## src/rtl/comp_share_arbiter.sv

```systemverilog
// comp_share_arbiter: round-robin front end for a single shared 4-bit magnitude
// comparator. One transaction at a time walks IDLE -> DRIVE -> CAPT -> RESP.
// The winner's operands are registered onto cmp_a/cmp_b. The comparator's
// {GT,EQ,LT} result comes back on cmp_r and is returned on a valid/ready channel.
module comp_share_arbiter #(
    parameter int N_REQ = 4,
    parameter int WIDTH = 4,
    localparam int ID_W = (N_REQ > 1) ? $clog2(N_REQ) : 1
) (
    input  logic                   clk,
    input  logic                   rst_n,
    input  logic [N_REQ-1:0]       req,
    input  logic [N_REQ*WIDTH-1:0] a_in,
    input  logic [N_REQ*WIDTH-1:0] b_in,
    output logic [N_REQ-1:0]       gnt,
    output logic [WIDTH-1:0]       cmp_a,
    output logic [WIDTH-1:0]       cmp_b,
    input  logic [2:0]             cmp_r,
    output logic                   rsp_valid,
    input  logic                   rsp_ready,
    output logic [ID_W-1:0]        rsp_id,
    output logic [2:0]             rsp_r,
    output logic                   rsp_err,
    output logic                   busy
);

    typedef enum logic [1:0] {IDLE, DRIVE, CAPT, RESP} state_t;

    state_t state, state_next;

    logic [N_REQ-1:0][WIDTH-1:0] a_vec, b_vec;
    logic [ID_W-1:0]             ptr, ptr_next;
    logic [ID_W-1:0]             win, cand;
    logic                        found;
    logic                        take, capture, done;
    logic                        r_onehot;

    assign a_vec = a_in;
    assign b_vec = b_in;
    assign busy  = (state != IDLE);

    assign r_onehot = (cmp_r == 3'b100) || (cmp_r == 3'b010) || (cmp_r == 3'b001);

    // Round-robin pick: first asserted request at or after ptr, wrapping.
    always_comb begin
        win   = '0;
        cand  = '0;
        found = 1'b0;
        for (int off = 0; off < N_REQ; off++) begin
            cand = ID_W'((int'(ptr) + off) % N_REQ);
            if (!found && req[cand]) begin
                win   = cand;
                found = 1'b1;
            end
        end
    end

    // The pointer moves to one past the winner so that the winner has the lowest priority next time.
    assign ptr_next = (win == ID_W'(N_REQ - 1)) ? '0 : win + 1'b1;

    // State register.
    always_ff @(posedge clk or negedge rst_n) begin
        if (!rst_n) state <= IDLE;
        else        state <= state_next;
    end

    // Next-state logic and datapath strobes.
    always_comb begin
        state_next = state;
        take       = 1'b0;
        capture    = 1'b0;
        done       = 1'b0;
        case (state)
            IDLE: begin
                if (found) begin
                    take       = 1'b1;
                    state_next = DRIVE;
                end
            end
            DRIVE: state_next = CAPT;
            CAPT: begin
                capture    = 1'b1;
                state_next = RESP;
            end
            RESP: begin
                // rsp_valid is always high in RESP, so rsp_ready alone completes the handshake.
                if (rsp_ready) begin
                    done       = 1'b1;
                    state_next = IDLE;
                end
            end
            default: state_next = IDLE;
        endcase
    end

    // Datapath: grant pulse, operand registers, pointer and response capture.
    always_ff @(posedge clk or negedge rst_n) begin
        if (!rst_n) begin
            gnt       <= '0;
            cmp_a     <= '0;
            cmp_b     <= '0;
            ptr       <= '0;
            rsp_valid <= 1'b0;
            rsp_id    <= '0;
            rsp_r     <= '0;
            rsp_err   <= 1'b0;
        end else begin
            gnt <= take ? ({{(N_REQ-1){1'b0}}, 1'b1} << win) : '0;
            if (take) begin
                cmp_a  <= a_vec[win];
                cmp_b  <= b_vec[win];
                rsp_id <= win;
                ptr    <= ptr_next;
            end
            if (capture) begin
                rsp_r     <= cmp_r;
                rsp_err   <= ~r_onehot;
                rsp_valid <= 1'b1;
            end else if (done) begin
                rsp_valid <= 1'b0;
            end
        end
    end

endmodule

```

## config.mk

```make
export PLATFORM = sky130hd
export DESIGN_NAME = comp_share_arbiter
export DESIGN_NICKNAME = d
export VERILOG_FILES = /design/src/rtl/comp_share_arbiter.sv
export SDC_FILE = /design/constraint.sdc
export NUM_CORES = 1
export LEC_CHECK = 0
export ABC_AREA = 1
export CAP_MARGIN = 25
export CORE_UTILIZATION = 56
export CTS_CLUSTER_DIAMETER = 50
export DETAILED_ROUTE_END_ITERATION = 7
export DONT_BUFFER_PORTS = 1
export PLACE_DENSITY = 0.74
export RECOVER_POWER = 25
export SLEW_MARGIN = 20
export SYNTH_ARGS = -nofsm -noshare
export SYNTH_HDL_FRONTEND = slang
export SYNTH_SLANG_ARGS = --single-unit
```

## constraint.sdc

```tcl
create_clock -name clk -period 1.6 [get_ports clk]
set_input_delay 0.32 -clock clk [delete_from_list [all_inputs] [get_ports clk]]
set_output_delay 0.32 -clock clk [all_outputs]
set_load 0.05 [all_outputs]
```

Word-level counts from Yosys, hierarchy flattened
Index checks and enable logic that the tools add are counted.
Word-level totals
  output and inout bits: 20
  flip-flop bits (word level): 23
  input bits: 42
Operators by class
  bitwise operators: 1
  eq/ne operators: 9
  magnitude comparators: 5
  mux-type cells: 32
  reduce and logical (&&, ||, !) cells: 12
  add/sub/neg operators: 4
  shift-type cells: 1
Operators with widths (number)
  $bmux 4 s2: 2
  $lt 2x3->1 const B: 5
  $mux 1: 15
  $mux 2: 7
  $mux 4: 3
  $bmux 1 s2: 4
  $pmux 2 s4: 1
  $eq 2x2->1 const B: 3
  $add 2x1->2 const B: 2
  $add 2x2->2 const B: 2
  $ne 2x2->1 const B: 2
  $reduce_bool 2->1: 2
  $shl 1x2->4 const A: 1
  $eq 3x1->1 const B: 1
  $eq 3x2->1 const B: 1
  $eq 3x3->1 const B: 1
  $logic_and 1x1->1: 3
  $logic_not 1->1: 3
  $eq 2x1->1 const B: 1
  $logic_not 2->1: 1
  $logic_or 1x1->1: 2
  $reduce_and 2->1: 1
  $not 1->1: 1

Longest topological paths before layout
Gate-level depths: netlist of the first run.
  depth after elaboration: 15
  mapped depth: 13
  mapped depth without buffers: 13

Least setup slack after synthesis of the first run
OpenSTA, ideal clock, no wires.
  path kind: register to register
  from: register ptr[0]
  to: register rsp_id[0]
  arrival time: 1.478 ns
  setup time: 0.119 ns
  path slack: 0.003 ns
  cell stages (with the launch flop): 11
  required time: 1.481 ns
  cell sequence: dfrtp_1 > inv_2 > nand2_1 > nand3_1 > nand2_2 > nor2_4 > nand3b_1 > nand2_2 > inv_4 > buf_6 > o21a_1
On the way
  word-level cells in the longest chain between the ends: 14
  elaborated cells between the ends (all ways): 27
Ends and longest elaborated chain
  start: declaration: RTL line 32  | logic [ID_W-1:0] ptr, ptr_next;
  start signal: assignment: RTL line 113  | ptr <= ptr_next;
  branches (longest 14 deep; another with $add 2x1->2)
  end signal: assignment: RTL line 112  | rsp_id <= win;
  end: declaration: RTL line 21  | output logic [ID_W-1:0] rsp_id,
Parallel ways; which one is timed is not known. The select of a mux whose other input is x is not followed.
A chain may end at the register's enable or synchronous reset.

Final worst setup path of the first run
  from: register ptr[0]
  to: register cmp_b[2]
On the way
  word-level cells in the longest chain between the ends: 14
  elaborated cells between the ends (all ways): 29
Ends and longest elaborated chain
  branches (longest 14 deep; another with $add 2x1->2)
  end signal: assignment: RTL line 111  | cmp_b <= b_vec[win];
  end: declaration: RTL line 17  | output logic [WIDTH-1:0] cmp_b,
Parallel ways; which one is timed is not known. The select of a mux whose other input is x is not followed.

==> reports/qor.yml, run 1 <==
routabilityCongestion: 0.851
fill_cells: 178
r2r_cells: 11
dp_hpwl_um: 2880
cts_tree: "done"
violations: "negative setup slack"
via_count: 1580
cts_root_buf: "clkbuf_4"
die_h_um: 55.2
antenna_found_initial: 0
slew_headroom_pct: 60.9
avgSynthCellArea_um2: 7.16
rows: 18
finalClockSkew_ps: 5.96
fin_util_pct: 78.7
drcViolationCount: 0
multi_input_area_um2: 947
die_w_um: 55.2
drtAntennaViolNets: 0
antenna_cells: 0
register_area_um2: 578
drive_gt1_share_pct: 34.4
drtIter0Drc: 42
period_share_pct: 113
tightest_slew_ps: 586
synth-seq-cells: 23
grt_pass1_wl_um: 5910
die-area_um2: 3040
cp.depth: 11
place_ws_ps: -282
cts_made_buffers: 3
required_ps: 1810
core-area_um2: 2570
start_kind: "flop"
synth_warnings: 0
slew_viol_final: 0
clock-sinks: 23
insertion_delay_ps: 310
routed_wl_um: 3930
crit_top_cell: "buf_4"
grt_max_degree: 24
fin_setup_tns_ps: -2750
syn-num-nets: 267
path_clk_slew_ps: 130
cap_violations: 0
arrival_ps: 2030
synth_cell_types: 27
hold_path_class: "primary input to flop"
synth_area_um2: 1580
syn_to_final_growth_pct: 27.7
end_kind: "flop"
grt_overflow: 0
fin_nets: 303
hold_depth: 2
synthCells: 221
hold_violations: 0
slowest_delay_ps: 480
rsz0062_at_grt: "true"
path_delay_family: "simple AND/OR/NAND/NOR gates"
post_drt_via_cell_ratio: 5.52
crit_type: "flop to flop"
status: "complete, but fails checks"
hold_ws_ps: 120
cp_slowest_cell: "dfrtp_2"
path_buf_inv: 3
initial_core_util_pct: 61.6
fmax_mhz: 552
portBuffers: 0
critPathMaxFanout: 6
clk_path_buf_depth: 2
crit_chain: "buf_6 -> nand2_2 -> nand2_4 -> nand2_1 -> buf_4 -> nand3b_1 -> buf_4 -> nand4_1 -> nor2_2 -> nor2_1 -> nand3_1"
setup_violations: 18
io_pins: 62
wl_per_cell_um: 13.7
setup_ws_ps: -213
min_period_ps: 1810
htree_num_levels: 1
ys_seq_area_share_pct: 36.4
drt_first_pass_iters: 4
grt_usage_pct: 27.1
grt_pass1_vias: 1437
-- worst reg2reg max path, cell delays in order, from the launching register on --
cell,delay [ps]
dfrtp_2,480
buf_6,140
nand2_2,60
nand2_4,90
nand2_1,70
buf_4,140
nand3b_1,230
buf_4,200
nand4_1,90
nor2_2,50
nor2_1,90
nand3_1,70
-- Yosys cell counts --
library cell | count | area, µm²
inv_4 | 2 | 12.5
dfrtp_1 | 23 | 576
inv_1 | 26 | 97.6
ha_1 | 4 | 50.1
nand2_1 | 63 | 236
nand3_2 | 2 | 20.0
o21ai_1 | 2 | 10.0
buf_6 | 3 | 33.8
buf_2 | 1 | 5.00
o22ai_1 | 1 | 6.26
nor3_1 | 1 | 5.00
nand2_2 | 6 | 37.5
inv_2 | 3 | 11.3
o21ai_0 | 6 | 30.0
nand4_1 | 9 | 56.3
nor2_1 | 18 | 67.6
nand3b_1 | 10 | 75.1
nand2_4 | 3 | 33.8
a31oi_1 | 1 | 6.26
a21oi_1 | 2 | 10.0
nand3_1 | 28 | 140
and2_1 | 1 | 6.26
o21a_1 | 1 | 7.51
nor3_2 | 1 | 10.0
buf_4 | 1 | 7.51
nor2_4 | 2 | 22.5
a22o_1 | 1 | 8.76
-- routing by layer --
layer | vias up | part of all wire, % | track usage (%)
met2 | 73 | 50 | 49.4
met3 | 10 | 7.0 | 4.37
met1 | 711 | 42 | 32.8
met5 | - | 0 | 0
li1 | 786 | - | -
met4 | 0 | 1.7 | 6.67
-- sequential cells by signal (all words and copies together) (netlist names) --
name       cells
rsp_r          3
state          2
cmp_a          4
rsp_id         2
gnt            4
rsp_valid      1
cmp_b          4
rsp_err        1
ptr            2
-- cell type report --
type | instances | share of cell area [%]
sequential | 23 | 28.6
timing repair inverter | 1 | 0.186
clock inverter | 1 | 0.248
inverter | 31 | 6.38
clock buffer | 3 | 1.11
timing repair buffer | 35 | 14.7
tap | 30 | 1.86
multi-input combinational | 162 | 46.9
-- worst paths after layout --
check,from,endpoint,slack (ps)
worst max-delay path,ptr[0]$_DFFE_PN0P_,cmp_b[2]$_DFFE_PN0P_,-210
worst min-delay path,cmp_r[0],rsp_r[0]$_DFFE_PN0P_,120
worst max register to register,ptr[0]$_DFFE_PN0P_,cmp_b[2]$_DFFE_PN0P_,-210
worst min register to register,state[1]$_DFFE_PN0P_,state[1]$_DFFE_PN0P_,630
max in group asynchronous,rst_n,ptr[1]$_DFFE_PN0P_,660
min in group asynchronous,rst_n,ptr[0]$_DFFE_PN0P_,530
-- per-stage QoR --
step	cells	cell area, µm²
floorplan	221	1580
global placement	272	1780
detailed placement	272	1780
CTS	283	1960
global route	286	2020
finish	286	2020
-- cell families (layout without fill, tap and decap cells) --
| kind of cell | count (synthesis) | after routing | synth area share, % |
|---|---|---|---|
| and+or+nand+nor | 144 | 144 | 44.9 |
| AOI/OAI and AO/OA | 14 | 14 | 4.98 |
| adders and majority gates | 4 | 4 | 3.16 |
| DFF | 23 | 23 | 36.4 |
| buffers and inverters | 36 | 71 | 10.6 |
-- cells in the final DEF (no fill, tap or decap), drive strengths merged --
cell type,instances
dfrtp,23
and2,1
nand4,9
dlygate4sd3,1
a31oi,1
nand3,30
o21a,1
a22o,1
clkbuf,4
nand3b,10
ha,4
nor2,20
clkinv,2
nor3,2
o22ai,1
buf,33
a21oi,2
inv,31
o21ai,8
nand2,72
-- timing repair --
| action | 4_1_cts | 5_1_grt |
|---|---|---|
| buffers inserted | 5 | 2 |
| cloned | 1 | 0 |
| pin swaps | 3 | 0 |
| hold endpoints to repair | 23 | 23 |
| gates resized for setup | 33 | 14 |
| endpoints found under the setup margin | 19 | 19 |
| hold buffers | 1 | 1 |
Power of run 1 is not shown: default switching activity piles up to over one toggle a cycle in this logic, so the estimate is an artifact.
==> run 2, diff against run 1 <==
--- a/config.mk
+++ b/config.mk
@@ -11,6 +11,7 @@
 export CTS_CLUSTER_DIAMETER = 50
 export DETAILED_ROUTE_END_ITERATION = 7
 export DONT_BUFFER_PORTS = 1
+export GPL_TIMING_DRIVEN = 0
 export PLACE_DENSITY = 0.74
 export RECOVER_POWER = 25
 export SLEW_MARGIN = 20
==> reports/qor.yml, run 2 (same netlist as run 1, synthesis figures left out) <==
hold_depth: 2  # unchanged
min_period_ps: 1880  # +66.3 ps
cap_violations: 0  # unchanged
drt_first_pass_iters: 5  # +1
wl_per_cell_um: 14.9  # +8.3%
grt_pass1_vias: 1435  # -0.14%
syn_to_final_growth_pct: 23.5
hold_path_class: "primary input to flop"
fmax_mhz: 532  # -3.5%
place_ws_ps: -277  # +5.49 ps
arrival_ps: 2090  # +60 ps
start_kind: "flop"
fin_setup_tns_ps: -3860  # -1110 ps
dp_hpwl_um: 2710  # -5.9%
critPathMaxFanout: 6  # unchanged
crit_type: "flop to flop"
drtAntennaViolNets: 0  # unchanged
die_h_um: 55.2  # unchanged
grt_pass1_wl_um: 6040  # +2.2%
fin_nets: 294  # -3.0%
antenna_found_initial: 0  # unchanged
io_pins: 62  # unchanged
core-area_um2: 2570  # unchanged
insertion_delay_ps: 310  # about the same
routed_wl_um: 4120  # +4.9%
rows: 18  # unchanged
post_drt_via_cell_ratio: 5.62  # +1.7%
setup_ws_ps: -279  # -66.3 ps
slew_headroom_pct: 62.8  # +1.8 points
antenna_cells: 0  # unchanged
clk_path_buf_depth: 2  # unchanged
layout_common_cells: "nand2_1, nand3_1, inv_1, dfrtp_1"
tightest_slew_ps: 559  # -27.7 ps
via_count: 1557  # -1.5%
drcViolationCount: 0  # unchanged
cts_root_buf: "clkbuf_4"
grt_overflow: 0  # unchanged
cts_made_buffers: 3  # unchanged
htree_num_levels: 1  # unchanged
period_share_pct: 117  # +4.1 points
setup_violations: 18  # unchanged
fin_util_pct: 76.1  # -2.6 points
hold_violations: 0  # unchanged
violations: "negative setup slack"
drive_gt1_share_pct: 32.0  # -2.4 points
grt_usage_pct: 28.6  # +1.5 points
grt_max_degree: 24  # unchanged
path_clk_slew_ps: 130  # about the same
rsz0062_at_grt: "true"
largestRegisters: "cmp_a x4, cmp_b x4, gnt x4"
clock-sinks: 23  # unchanged
status: "complete, but fails checks"
hold_ws_ps: 121  # +0.497 ps
slew_viol_final: 0  # unchanged
cts_tree: "done"
end_kind: "flop"
layout_commonest_cell: "nand2_1"
required_ps: 1810  # about the same
routabilityCongestion: 0.790  # -7.2%
portBuffers: 0  # unchanged
r2r_cells: 11  # unchanged
finalClockSkew_ps: 5.88  # -0.0785 ps
fill_cells: 188  # +5.6%
die-area_um2: 3040  # unchanged
drtIter0Drc: 40  # -4.8%
initial_core_util_pct: 61.6  # unchanged
die_w_um: 55.2  # unchanged
-- run 2: cell count changes in the layout (fill, tap and decap cells not counted), moves of 3 or more --
cell	change
buf_4	-11
nand2_1	+3
inv_1	-3
nand2_2	-4
-- run 2: area by class of cell --
type,count,area (µm²),share of cell area [%]
plain buffers,5,46.3,2.37
clock buffers,3,22.5,1.15
clock inverters,1,5.00,0.256
inverters,31,135,6.91
multi-input cells,163,948,48.5
flip-flops and latches,23,578,29.6
well taps,30,37.5,1.92
repair buffers,20,174,8.90
repair inverters,1,7.51,0.384
-- run 2: path summary, 6_finish.rpt --
kind                                       from  slack (ps)                    to
max in group asynchronous                 rst_n         700    ptr[0]$_DFFE_PN0P_
min reg2reg                state[1]$_DFFE_PN0P_         650  state[1]$_DFFE_PN0P_
max                          ptr[0]$_DFFE_PN0P_        -280    ptr[1]$_DFFE_PN0P_
min in group asynchronous                 rst_n         500      gnt[0]$_DFF_PN0_
max reg2reg                  ptr[0]$_DFFE_PN0P_        -280    ptr[1]$_DFFE_PN0P_
min                                    cmp_r[0]         120  rsp_r[0]$_DFFE_PN0P_
-- run 2: stage by stage --
stage / cell area [µm²] / cells
global placement: 1620 / 251
finish: 1950 / 277
detailed placement: 1620 / 251
floorplan: 1580 / 221
CTS: 1840 / 267
global route: 1950 / 277
-- run 2: metal layers --
metal / GRT usage [%] / wire length (µm) / vias to the layer above
met3: 5.74 / 245 / 8
met5: 0 / 0 / -
li1: - / - / 761
met1: 33.7 / 1680 / 721
met2: 50.0 / 2130 / 67
met4: 12.1 / 74 / 0
-- run 2: critical path: stages, from the launching register on --
cell and delay [ps]:
dfrtp_2 500, buf_6 170, nand2_2 80, nand2_2 60, nand2_2 80, nand2_2 70
nor2_4 100, nand3b_1 230, nand3_2 200, nand2_4 90, nor2_2 140, nor3_2 60
-- run 2: what timing repair did --
item | in CTS | in global routing
gates cloned | 5 | 0
hold buffers | 1 | 1
hold endpoints to repair | 23 | 23
setup endpoints to repair | 19 | 19
pin swaps | 6 | 10
setup buffers | 6 | 9
resized for setup | 35 | 14
Power of run 2 is left out for the same reason.
==> run 3, diff against run 2 <==
--- a/config.mk
+++ b/config.mk
@@ -14,7 +14,6 @@
 export GPL_TIMING_DRIVEN = 0
 export PLACE_DENSITY = 0.74
 export RECOVER_POWER = 25
-export SLEW_MARGIN = 20
 export SYNTH_ARGS = -nofsm -noshare
 export SYNTH_HDL_FRONTEND = slang
 export SYNTH_SLANG_ARGS = --single-unit
==> reports/qor.yml, run 3 (same netlist as run 1, synthesis figures left out) <==
status: "complete, but fails checks"
violations: "negative setup slack"
antenna_found_initial: 0  # unchanged
post-route-cell-area_um2: 1960  # +0.38%
drive_gt1_share_pct: 31.6  # -0.40 points
post_dp_cell_area_um2: 1620  # unchanged
path_delay_family: "simple AND/OR/NAND/NOR gates"
min_period_ps: 1910  # +29.9 ps
routed_wl_um: 4190  # +1.5%
die_h_um: 55.2  # unchanged
portBuffers: 0  # unchanged
fin_nets: 294  # unchanged
slew_viol_final: 0  # unchanged
path_clk_slew_ps: 130  # about the same
cp_slowest_cell: "dfrtp_2"
rows: 18  # unchanged
drcViolationCount: 0  # unchanged
drt_first_pass_iters: 4  # -1
cap_violations: 0  # unchanged
clk_path_buf_depth: 2  # unchanged
hold_violations: 0  # unchanged
crit_chain: "buf_6 -> nand2_2 -> nand2_2 -> nand2_2 -> nand2_2 -> nor2_4 -> nand3b_1 -> nand3_2 -> nand2_4 -> nor2_2 -> nor3_2"
syn_to_final_growth_pct: 24.0
wl_per_cell_um: 15.1  # +1.5%
largestRegisters: "cmp_a x4, cmp_b x4, gnt x4"
start_kind: "flop"
setup_ws_ps: -309  # -29.9 ps
grt_max_degree: 24  # unchanged
arrival_ps: 2120  # +30 ps
clock-sinks: 23  # unchanged
die-area_um2: 3040  # unchanged
post_drt_via_cell_ratio: 5.57  # -0.96%
layout_commonest_cell: "nand2_1"
core-area_um2: 2570  # unchanged
required_ps: 1810  # about the same
grt_usage_pct: 28.6  # unchanged
cts_tree: "done"
via_count: 1542  # -0.96%
end_kind: "flop"
slew_headroom_pct: 53.1  # -9.7 points
insertion_delay_ps: 310  # about the same
fill_cells: 183  # -2.7%
grt_overflow: 0  # unchanged
antenna_cells: 0  # unchanged
hold_ws_ps: 120  # -0.125 ps
htree_num_levels: 1  # unchanged
slowest_delay_ps: 500  # about the same
crit_type: "flop to flop"
tightest_slew_ps: 702  # +144 ps
drtAntennaViolNets: 0  # unchanged
period_share_pct: 119  # +1.9 points
fin_util_pct: 76.4  # +0.29 points
path_buf_inv: 1  # unchanged
die_w_um: 55.2  # unchanged
grt_pass1_vias: 1435  # unchanged
dp_hpwl_um: 2710  # unchanged
finalClockSkew_ps: 3.87  # -2.02 ps
crit_top_cell: "nand2_2"
setup_violations: 18  # unchanged
cts_root_buf: "clkbuf_4"
fmax_mhz: 524  # -1.6%
grt_pass1_wl_um: 6040  # unchanged
critPathMaxFanout: 6  # unchanged
routabilityCongestion: 0.790  # unchanged
rsz0062_at_grt: "true"
cts_made_buffers: 3  # unchanged
layout_common_cells: "nand2_1, nand3_1, inv_1, dfrtp_1"
initial_core_util_pct: 61.6  # unchanged
drtIter0Drc: 51  # +28%
io_pins: 62  # unchanged
hold_path_class: "primary input to flop"
[run 3: area by class of cell]
cell class	instances	area, µm²	area share (%)
Buffer	5	46.3	2.36
Clock buffer	3	22.5	1.15
Clock inverter	1	5.00	0.255
Inverter	31	135	6.89
Multi-Input combinational cell	163	948	48.3
Sequential cell	23	578	29.5
Tap cell	30	37.5	1.91
Timing Repair Buffer	20	181	9.25
Timing Repair inverter	1	7.51	0.383
[run 3: layer usage]
metal	vias to the layer above	track usage (%)	wire length, µm
met3	6	5.74	223
met5	-	0	0
met2	55	50.0	2170
met1	718	33.7	1740
met4	0	12.1	50
li1	763	-	-
[run 3: what timing repair did]
item,CTS,global route
pin swaps,6,10
resized for setup,35,14
gates cloned,5,0
setup buffers,6,9
setup endpoints to repair,19,19
hold endpoints to repair,23,0
hold buffers,1,0
[run 3: worst paths after layout]
kind	start	to	slack, ps	cells after the start
worst max-delay path	ptr[0]$_DFFE_PN0P_	ptr[1]$_DFFE_PN0P_	-310	11
worst min-delay path	cmp_r[0]	rsp_r[0]$_DFFE_PN0P_	120	2
worst max register to register	ptr[0]$_DFFE_PN0P_	ptr[1]$_DFFE_PN0P_	-310	11
worst min register to register	state[1]$_DFFE_PN0P_	state[1]$_DFFE_PN0P_	650	2
max in group asynchronous	rst_n	ptr[1]$_DFFE_PN0P_	230	2
min in group asynchronous	rst_n	cmp_a[1]$_DFFE_PN0P_	350	1
[run 3: per-stage QoR]
step                      worst slack [ps]  std cells  TNS, ps
after floorplan                       2.82        221        0
after global placement                -175        251    -1850
after detailed placement              -277        251    -3350
after CTS                             -177        267    -2340
after global routing                  -388        277    -5690
final                                 -309        277    -4100
Power of run 3 is left out for the same reason.
==> RTL edit 1: new RTL, config.mk and constraints of run 1 <==
The 4 states of `state_t` get a one-hot encoding in 4 bits.
--- a/src/rtl/comp_share_arbiter.sv
+++ b/src/rtl/comp_share_arbiter.sv
@@ -25,5 +25,5 @@
 );
 
-    typedef enum logic [1:0] {IDLE, DRIVE, CAPT, RESP} state_t;
+    typedef enum logic [3:0] {IDLE = 4'b0001, DRIVE = 4'b0010, CAPT = 4'b0100, RESP = 4'b1000} state_t;
 
     state_t state, state_next;
Formal check against the unedited RTL: no difference found for any inputs over 10 cycles, from zero or initial values and one cycle with rst_n low; not proved beyond that.
==> RTL edit 1 against run 1 <==
  * The run still ends with setup timing left
  * Sequential cell count is 2 higher
  * Wire length is 30% higher
  * Final area up 9.5%
  * Via count rose by 9.9%
  * Non-clock buffer count fell by 3
  * Sequential share of layout area down 0.16 points
  * Cell count shrank 4.9%
  * Area after synthesis shrank 2.5%
  * Worst setup slack got worse by 0.083 ns
  * Critical endpoint is now cmp_b[3]$_DFFE_PN0P_
Power is not shown: default switching activity piles up to over one toggle a cycle in this logic, so the estimate is an artifact.
==> RTL edit 1: results <==
[synthesis]
synth_common_cells = sky130_fd_sc_hd__nand2_1 (75), sky130_fd_sc_hd__nand3_1 (34), sky130_fd_sc_hd__dfrtp_1 (24), sky130_fd_sc_hd__inv_1 (16), sky130_fd_sc_hd__nand4_1 (16)
synth-compound-area-share_pct = 4.70
syn-num-nets = 256
synth.distinct_cells = 26
ys_seq_area_share_pct = 40.6
synthesis.area_per_instance_um2 = 7.24

[grt]
grt_pass1_wl_um = 6000
pin_count_of_the_biggest_net_entering_global_routing = 26
track_usage_pct = 29.0
grt_pass1_vias = 1334

[sta]
finalWorstSetupSlack_ns = -0.296
setup_tns_ns = -4.03
setup_viol = 19

[status]
violations_in_the_final_reports = setup timing
run_status = finished, violations left

[routing]
drt_iter0_drc = 80
drt_pass1_iterations = 7
wl_per_cell_um = 18.8
drt-vias-per-instance = 6.39

[worst_setup_path]
max_stage_delay_ns = 0.46
worstPathMaxFanout = 10
ff2ff_path_depth = 13

[placed_design]
gp_routability_congestion = 1.02
io_buffer_count = 0
instance_count_after_placement_with_tap_cells_included = 253
dpl_worst_slack_ns = -0.347
detailedPlacementHpwl_um = 2790

[clocking]
post_cts_setup_bufs = 9
cts_made_buffers = 3
post_cts_resized = 35

[min_path]
hold-path-endpoint = rsp_r[0]$_DFFE_PN0P_

[layout]
final-instance-count-excl-fill = 272
finish.instance_area_mm2 = 0.00221
final_layout_size_suffix_gt1_share_pct = 46.7
n_fill_cell = 141
finish.net_count = 286
[RTL edit 1: cell count changes in the layout (fill, tap and decap cells not counted), moves of 8 or more]
cell,before,now
sky130_fd_sc_hd__inv_1,24,12
sky130_fd_sc_hd__nor2_1,15,6
sky130_fd_sc_hd__nand2_4,4,14
sky130_fd_sc_hd__nand3_1,25,17
sky130_fd_sc_hd__nand3_2,4,15
sky130_fd_sc_hd__nand3b_1,10,0
[RTL edit 1: area by class of cell]
class                           count  share of cell area, %
Clock inverter                      1                  0.226
Tap cell                           30                   1.70
Sequential cell                    25                   28.5
Multi-Input combinational cell    158                   49.0
Inverter                           22                   4.86
Timing Repair inverter              1                  0.396
Clock buffer                        3                   1.02
Timing Repair Buffer               32                   14.3
[RTL edit 1: how the worst max path moves through the flow]
stage	from	to	slack [ns]	cells past startpoint
4_1_cts	ptr[0]$_DFFE_PN0P_	cmp_b[3]$_DFFE_PN0P_	-0.18	14
2_1_floorplan	ptr[0]$_DFFE_PN0P_	ptr[1]$_DFFE_PN0P_	-0.18	15
3_5_place_dp	ptr[0]$_DFFE_PN0P_	ptr[1]$_DFFE_PN0P_	-0.35	12
6_report	ptr[0]$_DFFE_PN0P_	cmp_b[3]$_DFFE_PN0P_	-0.30	13
5_1_grt	ptr[0]$_DFFE_PN0P_	cmp_a[2]$_DFFE_PN0P_	-0.35	13
3_3_place_gp	ptr[0]$_DFFE_PN0P_	ptr[1]$_DFFE_PN0P_	-0.30	12
[RTL edit 1: per-layer routing]
layer	global-route usage, %	routed length [µm]	share of wire, %	up-vias
met5	0	0	0	-
met4	5.13	146	2.9	0
met3	4.72	449	8.8	19
met2	53.7	2670	52	126
met1	35.3	1840	36	827
li1	-	-	-	765
==> RTL edit 2: new RTL, settings of run 1 <==
Without the edit above. Set the parameter `WIDTH` to 5 (it was 4).
--- a/src/rtl/comp_share_arbiter.sv
+++ b/src/rtl/comp_share_arbiter.sv
@@ -5,5 +5,5 @@
 module comp_share_arbiter #(
     parameter int N_REQ = 4,
-    parameter int WIDTH = 4,
+    parameter int WIDTH = 5,
     localparam int ID_W = (N_REQ > 1) ? $clog2(N_REQ) : 1
 ) (
Ports: changed (resized a_in, b_in, cmp_a and cmp_b); port bits go from 62 to 72. The function was not compared with the original's and may differ.
==> RTL edit 2 against run 1 <==
  * Final area rose by 17%
  * The flow finishes with violations (DRC, setup timing)
  * Sequential share of layout area fell by 2.1 points
  * Largest cell class unchanged
  * Wire length rose by 17%
  * Worst setup slack got worse by 0.20 ns
  * Core utilization rose by 5.0 points
  * Highest routed layer unchanged
  * Clock skew fell by 0.0034 ns
  * Area after synthesis rose by 9.0%
  * Sequential cell count rose by 2
Power is left out: the tool's default activity adds up to more than one toggle a clock period on the data nets, which glitch-free logic cannot reach.
==> RTL edit 2: results <==
[routing]
drt_pass1_iterations = 7
top_signal_layer_used = met4
drt-vias-per-instance = 5.52
remaining_drcs = 9
met3_length_um = 263
drt_iter0_drc = 71
wl_per_cell_um = 14.9
drt_wl_total_um = 4620
m1WireLength_um = 1820
wl_met2_um = 2440

[min_path]
holdCritStartpoint = cmp_r[0]
hold_path.class = input pin to flop

[sta]
setup_tns_ns = -5.97
fin_skew_ns = 0.00254
tightest_slew_ns = 0.629
setup_viol = 20
finalWorstSetupSlack_ns = -0.417

[layout]
layout.sequential_cells = 25
finish.net_count = 334
n_fill_cell = 172
area_share_nonclk_buffers_pct = 17.9
nMultiInputCombCells = 164
multi_input_logic_portion_of_the_cell_area_pct = 44.7
n_all_inverters = 46
final_layout_size_suffix_gt1_share_pct = 37.4
regArea_um2 = 628
dominant_cells = multi-input gates
layout_top_registers = cmp_a (5), cmp_b (5), gnt (4)
nNonClkBuffers = 39
clock_tree_area_fraction_pct = 1.16

[grt]
pin_count_of_the_biggest_net_entering_global_routing = 26
grt_pass1_vias = 1588
track_usage_pct = 26.1
antenna_found_initial = 0
grt_pass1_wl_um = 6730

[placed_design]
detailed_place.area_mm2 = 0.00196
dpl_worst_slack_ns = -0.384
detailedPlacementHpwl_um = 2740
instance_count_after_placement_with_tap_cells_included = 286
gp_routability_congestion = 0.846

[synthesis]
synth_adder_area_share_pct = 3.63
synth_common_cells = sky130_fd_sc_hd__nand2_1 (83), sky130_fd_sc_hd__inv_1 (41), sky130_fd_sc_hd__nand3_1 (27), sky130_fd_sc_hd__dfrtp_1 (25)
syn-num-nets = 295
post_synth_main_area_contributors = sky130_fd_sc_hd__dfrtp_1 (36%), sky130_fd_sc_hd__nand2_1 (18%), sky130_fd_sc_hd__inv_1 (8.9%)
synthesis.area_per_instance_um2 = 7.19
synth-compound-area-share_pct = 10.0
synth.distinct_cells = 23
ys_seq_area_share_pct = 36.3

[floorplanning]
placement_rows = 19
start_util_pct = 61.0

[clocking]
clock_insertion_delay_worst_skew_ns = 0.32
clk_pin_slew_worst_paths_ns = 0.14

[status]
run_status = finished, violations left
violations_in_the_final_reports = DRC, setup timing

[worst_setup_path]
ff2ff_path_depth = 13
worstPathArrival_ns = 2.22
timing.critical_path.to = cmp_b[4]$_DFFE_PN0P_
worstPathMaxFanout = 6
## RTL edit 2: cell types whose count changed after synthesis, sizes merged, moves of 2 or more
cell,before,now
dfrtp,23,25
inv,31,45
nand2,72,85
nand3b,10,0
nand4,9,4
nor2,20,9
o211ai,0,8
o21ai,8,6
or2,0,8
## RTL edit 2: worst min-delay path by stage
stage / to / slack [ns] / depth (start not counted)
global placement: cmp_b[1]$_DFFE_PN0P_ / 0.02 / 0
floorplan: cmp_a[0]$_DFFE_PN0P_ / 0.02 / 0
CTS: rsp_r[0]$_DFFE_PN0P_ / 0.1 / 2
global route: rsp_r[0]$_DFFE_PN0P_ / 0.1 / 2
detailed placement: cmp_a[0]$_DFFE_PN0P_ / 0.02 / 0
finish: rsp_r[0]$_DFFE_PN0P_ / 0.11 / 2
## RTL edit 2: worst max-delay path: cells and delay by family, from the launching register on
kind	cells	cell delay, ns
and+or+nand+nor	11	1.09
DFF	1	0.48
buffers and inverters	2	0.33
## RTL edit 2: metrics by stage
| stage | util, % | hold WS (ns) |
|---|---|---|
| after floorplan | - | 0.0244 |
| after global placement | 69.3 | 0.0249 |
| after detailed placement | 69.3 | 0.0249 |
| after CTS | 78.5 | 0.100 |
| after global routing | 83.7 | 0.0960 |
| final | 83.7 | 0.109 |
## RTL edit 2: timing repair
action | CTS | global route
setup buffers | 9 | 5
setup endpoints to repair | 21 | 21
gates resized for setup | 24 | 23
hold buffers | 2 | 0
pin swaps | 4 | 10
endpoints found under the hold margin | 25 | 0
gates cloned | 2 | 1
## RTL edit 2: layer usage
metal	global-route usage, %	vias up
met4	6.27	0
met1	31.2	796
met3	5.44	10
li1	-	832
met5	0	-
met2	47.5	69
